**src/rtl/mem_port_arbiter.sv**
```systemverilog
// Merges instruction port A and data port B onto one physical memory port, one transaction at a time.
// Optional build macro ARB_ROUND_ROBIN_EN replaces fixed B-priority and the starvation counter with round-robin.
module mem_port_arbiter #(
  parameter int ADDR_W       = 16,
  parameter int DATA_W       = 16,
  parameter int STARVE_LIMIT = 4
) (
  input  logic              clk,
  input  logic              reset,
  input  logic              a_read,
  input  logic              a_write,
  input  logic [1:0]        a_wmask,
  input  logic [ADDR_W-1:0] a_addr,
  input  logic [DATA_W-1:0] a_wdata,
  output logic              a_resp,
  output logic [DATA_W-1:0] a_rdata,
  input  logic              b_read,
  input  logic              b_write,
  input  logic [1:0]        b_wmask,
  input  logic [ADDR_W-1:0] b_addr,
  input  logic [DATA_W-1:0] b_wdata,
  output logic              b_resp,
  output logic [DATA_W-1:0] b_rdata,
  output logic              pmem_read,
  output logic              pmem_write,
  output logic [1:0]        pmem_wmask,
  output logic [ADDR_W-1:0] pmem_addr,
  output logic [DATA_W-1:0] pmem_wdata,
  input  logic              pmem_resp,
  input  logic [DATA_W-1:0] pmem_rdata
);

  typedef enum logic [1:0] {IDLE, BUSY, DONE} state_t;

  state_t state, state_nxt;

  logic              a_req, b_req, grant_b;
  logic              sel_b_q, wr_q;
  logic [1:0]        wmask_q;
  logic [ADDR_W-1:0] addr_q;
  logic [DATA_W-1:0] wdata_q, rdata_q;

  assign a_req = a_read | a_write;
  assign b_req = b_read | b_write;

`ifdef ARB_ROUND_ROBIN_EN
  // rr_b set means B has priority at the next contended arbitration
  logic rr_b;

  always_comb begin
    grant_b = b_req;
    if (a_req && b_req) grant_b = rr_b;
  end

  always_ff @(posedge clk or posedge reset) begin
    if (reset) begin
      rr_b <= 1'b1;
    end else if (state == IDLE && (a_req || b_req)) begin
      rr_b <= ~grant_b;
    end
  end
`else
  localparam int CW = $clog2(STARVE_LIMIT + 1);
  localparam logic [CW-1:0] LIMIT_C = CW'(STARVE_LIMIT);

  logic [CW-1:0] starve_cnt;

  always_comb begin
    grant_b = b_req;
    if (a_req && b_req && starve_cnt == LIMIT_C) grant_b = 1'b0;
  end

  // Counts consecutive B grants that bypassed a waiting A; never exceeds the limit
  always_ff @(posedge clk or posedge reset) begin
    if (reset) begin
      starve_cnt <= '0;
    end else if (!a_req) begin
      starve_cnt <= '0;
    end else if (state == IDLE) begin
      if (grant_b) starve_cnt <= starve_cnt + 1'b1;
      else         starve_cnt <= '0;
    end
  end
`endif

  always_ff @(posedge clk or posedge reset) begin
    if (reset) state <= IDLE;
    else       state <= state_nxt;
  end

  always_comb begin
    state_nxt = state;
    case (state)
      IDLE:    if (a_req || b_req) state_nxt = BUSY;
      BUSY:    if (pmem_resp) state_nxt = DONE;
      DONE:    state_nxt = IDLE;
      default: state_nxt = IDLE;
    endcase
  end

  // A read+write request is carried as a write
  always_ff @(posedge clk or posedge reset) begin
    if (reset) begin
      sel_b_q <= 1'b0;
      wr_q    <= 1'b0;
      wmask_q <= '0;
      addr_q  <= '0;
      wdata_q <= '0;
      rdata_q <= '0;
    end else begin
      if (state == IDLE && (a_req || b_req)) begin
        sel_b_q <= grant_b;
        wr_q    <= grant_b ? b_write : a_write;
        wmask_q <= grant_b ? b_wmask : a_wmask;
        addr_q  <= grant_b ? b_addr  : a_addr;
        wdata_q <= grant_b ? b_wdata : a_wdata;
      end
      if (state == BUSY && pmem_resp) begin
        rdata_q <= wr_q ? '0 : pmem_rdata;
      end
    end
  end

  always_comb begin
    pmem_read  = 1'b0;
    pmem_write = 1'b0;
    pmem_wmask = '0;
    pmem_addr  = '0;
    pmem_wdata = '0;
    a_resp     = 1'b0;
    a_rdata    = '0;
    b_resp     = 1'b0;
    b_rdata    = '0;
    case (state)
      BUSY: begin
        pmem_read  = ~wr_q;
        pmem_write = wr_q;
        pmem_wmask = wmask_q;
        pmem_addr  = addr_q;
        pmem_wdata = wdata_q;
      end
      DONE: begin
        if (sel_b_q) begin
          b_resp  = 1'b1;
          b_rdata = rdata_q;
        end else begin
          a_resp  = 1'b1;
          a_rdata = rdata_q;
        end
      end
      default: ;
    endcase
  end

endmodule

```
**config.mk**
```make
export PLATFORM = sky130hd
export DESIGN_NAME = mem_port_arbiter
export DESIGN_NICKNAME = d
export VERILOG_FILES = /design/src/rtl/mem_port_arbiter.sv
export SDC_FILE = /design/constraint.sdc
export NUM_CORES = 1
export LEC_CHECK = 0
export CORE_MARGIN = 4
export CORE_UTILIZATION = 44
export CTS_BUF_LIST = sky130_fd_sc_hd__clkbuf_2
export CTS_CLUSTER_DIAMETER = 80
export DETAILED_ROUTE_END_ITERATION = 8
export PLACE_DENSITY_LB_ADDON = 0.05
export REMOVE_ABC_BUFFERS = 1
export SYNTH_ARGS = -nofsm -noshare
export SYNTH_HDL_FRONTEND = slang
export SYNTH_SLANG_ARGS = --single-unit
```
**constraint.sdc**
```tcl
create_clock -name clk -period 2.65 [get_ports clk]
set_input_delay 0.53 -clock clk [delete_from_list [all_inputs] [get_ports clk]]
set_output_delay 0.53 -clock clk [all_outputs]
set_load 0.02 [all_outputs]
```
==> flow_summary.ini <==
[run_status]
status = complete, no violations

[clocking]
cts_sinks = 57
worstSkewPairLatency_ps = 450
h-tree-depth = 3
cts-root-buf = clkbuf_2
cts_tree = yes
cts_buffers = 9
path_clk_slew_ps = 160
clockBufferDepth = 2

[logic_synthesis]
synth_compound_area_frac = 0.123
synth_area_sq_um = 3070
synth_fa_ha_area_frac = 0.00814
synth_mux_area_frac = 0.00366
ys_async_sr_fraction = 1.00
syn_area_per_cell_sq_um = 8.33
synth-edff-count = 0
synth_top_family_by_area = simple AND/OR/NAND/NOR gates
synth-xor-area-share = 0
seq_area_frac_synth = 0.464
yosysWarnings = 0
synthFlopType = dfrtp_1
synthCells = 369
synthSimpleGateAreaFrac = 0.345
synth_seq_cells = 57
synth.distinct_cells = 30

[die]
die_h_um = 91.6
core_area_sq_um = 6790
rows = 30
die_area_sq_um = 8390
die_x_um = 91.6
io_pins = 161
initial_core_util = 0.452

[global_route]
grt_pass1_vias = 3019
grt_util_all_layers = 0.224
grt_first_pass_wirelength_mm = 14.8
gr-total-overflow = 0
grt_antenna_before_repair = 0
grt_max_degree = 50

[setup_path]
crit_chain = and2b_4, and2_1, clkdlybuf4s50_1
crit_end = pmem_addr[9]
worstSetupPathType = register to output port
cp_max_fo = 9
crit_family = buffers and inverters
cp.arrival_ps = 2030
crit_path_start = state[1]
cp_slowest_cell = clkdlybuf4s50_1
path_buf_inv = 1
worstRegToRegCells = 5
worstReg2RegEnd = sel_b_q
cp_data_required_time_ps = 2120
reg2reg_from = state[1]
crit_path_end_kind = output port
worstSetupStartpointType = register
rrSetupSlack_ps = 890
cp.depth = 3
max_stage_delay_ps = 600

[sta]
worst_pin_slew_ps = 810
slew_headroom = 0.460
finalHoldViolations = 0
finalSetupViolCount = 0
clock_skew_ps = 14.8
drv_slew = 0
period_share = 0.966
period_minus_slack_ps = 2560
max_freq_mhz = 391

[final_layout]
final_area_sq_um = 4950
layout_commonest_cell = clkdlybuf4s50_1
drive_gt1_frac = 0.0833
antenna_cells = 0
syn2layout_area_growth_pct = 61.0
layout_common_cells = clkdlybuf4s50_1 (107), nand2_1 (87), and2_1 (67)
nNetsFinal = 628

[pwr]
finalPower_mw = 4.55
ir_drop_mv = 0.563
powerDensity_nw_per_um2 = 919
p_leak_nw = 2.53

[min_path]
hp-class = primary input to asynchronous set/reset pin

[drt]
wl_per_cell_um = 14.9
drt_wl_total_mm = 9.45
dr.pass1.iters = 4
drt_iter0_drc = 126
vias = 3115
drc = 0
ant_nets = 0
via_per_inst = 4.90

[place]
placed_cell_area_sq_um = 4750
dp_hpwl_mm = 6.47
gp_congestion = 0.749
portBuffers = 160

[flow_run]
max-cap-violations = 0
-- state kept, by name, summed over array words and instances (netlist names) --
register,flops
wmask_q,2
rdata_q,16
addr_q,16
sel_b_q,1
starve_cnt,3
wdata_q,16
wr_q,1
state,2
-- power breakdown --
group / switching, mW / leakage (nW) / internal (mW)
logic: 1.34 / 1.79 / 1.24
registers: 0.273 / 0.678 / 1.27
clock network: 0.310 / 0.0556 / 0.113
-- metal layers --
| layer | track usage | up-vias | wire length (um) |
|---|---|---|---|
| li1 | - | 1533 | - |
| met1 | 0.281 | 1432 | 3970 |
| met2 | 0.372 | 136 | 4620 |
| met3 | 0.0563 | 14 | 697 |
| met4 | 0.0804 | 0 | 161 |
| met5 | 0 | - | 0 |
-- final cells by class --
cell class,count,area (sq um)
fill,554,1850
timing repair buffer,177,1780
multi-input combinational,286,1530
sequential,57,1430
tap,96,120
clock buffer,10,50.0
clock inverter,6,25.0
inverter,4,15.0
-- repair_timing --
| item | 4_1_cts | 5_1_grt |
|---|---|---|
| hold buffers | 0 | 0 |
| buffers inserted | 0 | 8 |
| setup endpoints to repair | 52 | 36 |
| resized for setup | 41 | 23 |
| cloned | 4 | 0 |
-- worst min-delay path by stage --
stage / endpoint / slack, ps / cells after the start / from
after floorplan: rdata_q[10] / 460 / 2 / rdata_q[10]
after global placement: rdata_q[5] / 470 / 2 / rdata_q[5]
after detailed placement: rdata_q[5] / 480 / 2 / rdata_q[5]
after CTS: wdata_q[9] / 420 / 2 / reset
after global routing: wdata_q[9] / 390 / 2 / reset
final: starve_cnt[2] / 430 / 2 / reset
-- stage by stage --
stage               setup slack [ps]  std cells  TNS [ps]  hold WS (ps)  utilization
finish                          89.4        636         0           435        0.728
CTS                            0.115        628         0           417        0.711
global placement                 301        608         0           470        0.699
floorplan                      -37.4        343     -37.4           455            -
global route                   -24.5        636      -171           393        0.728
detailed placement               254        608         0           482        0.699
-- cell usage after synthesis, types with 5 or more instances --
cell type | instances | share of area
buf_4 | 5 | 0.012
nand2_1 | 87 | 0.11
nand2b_1 | 17 | 0.035
o21ai_1 | 6 | 0.0098
a31oi_1 | 34 | 0.069
dfrtp_1 | 57 | 0.46
nor2_1 | 38 | 0.046
o21ai_0 | 12 | 0.020
buf_2 | 7 | 0.011
and2_1 | 67 | 0.14
clkbuf_1 | 9 | 0.011
-- cell families (layout without fill, tap and decap cells) --
family,count (synthesis),in the layout
muxes,1,1
DFF,57,57
AOI/OAI and AO/OA,62,62
buffers and inverters,30,197
adders and majority gates,2,2
and+or+nand+nor,217,221
(Power assumes the default switching activity.)
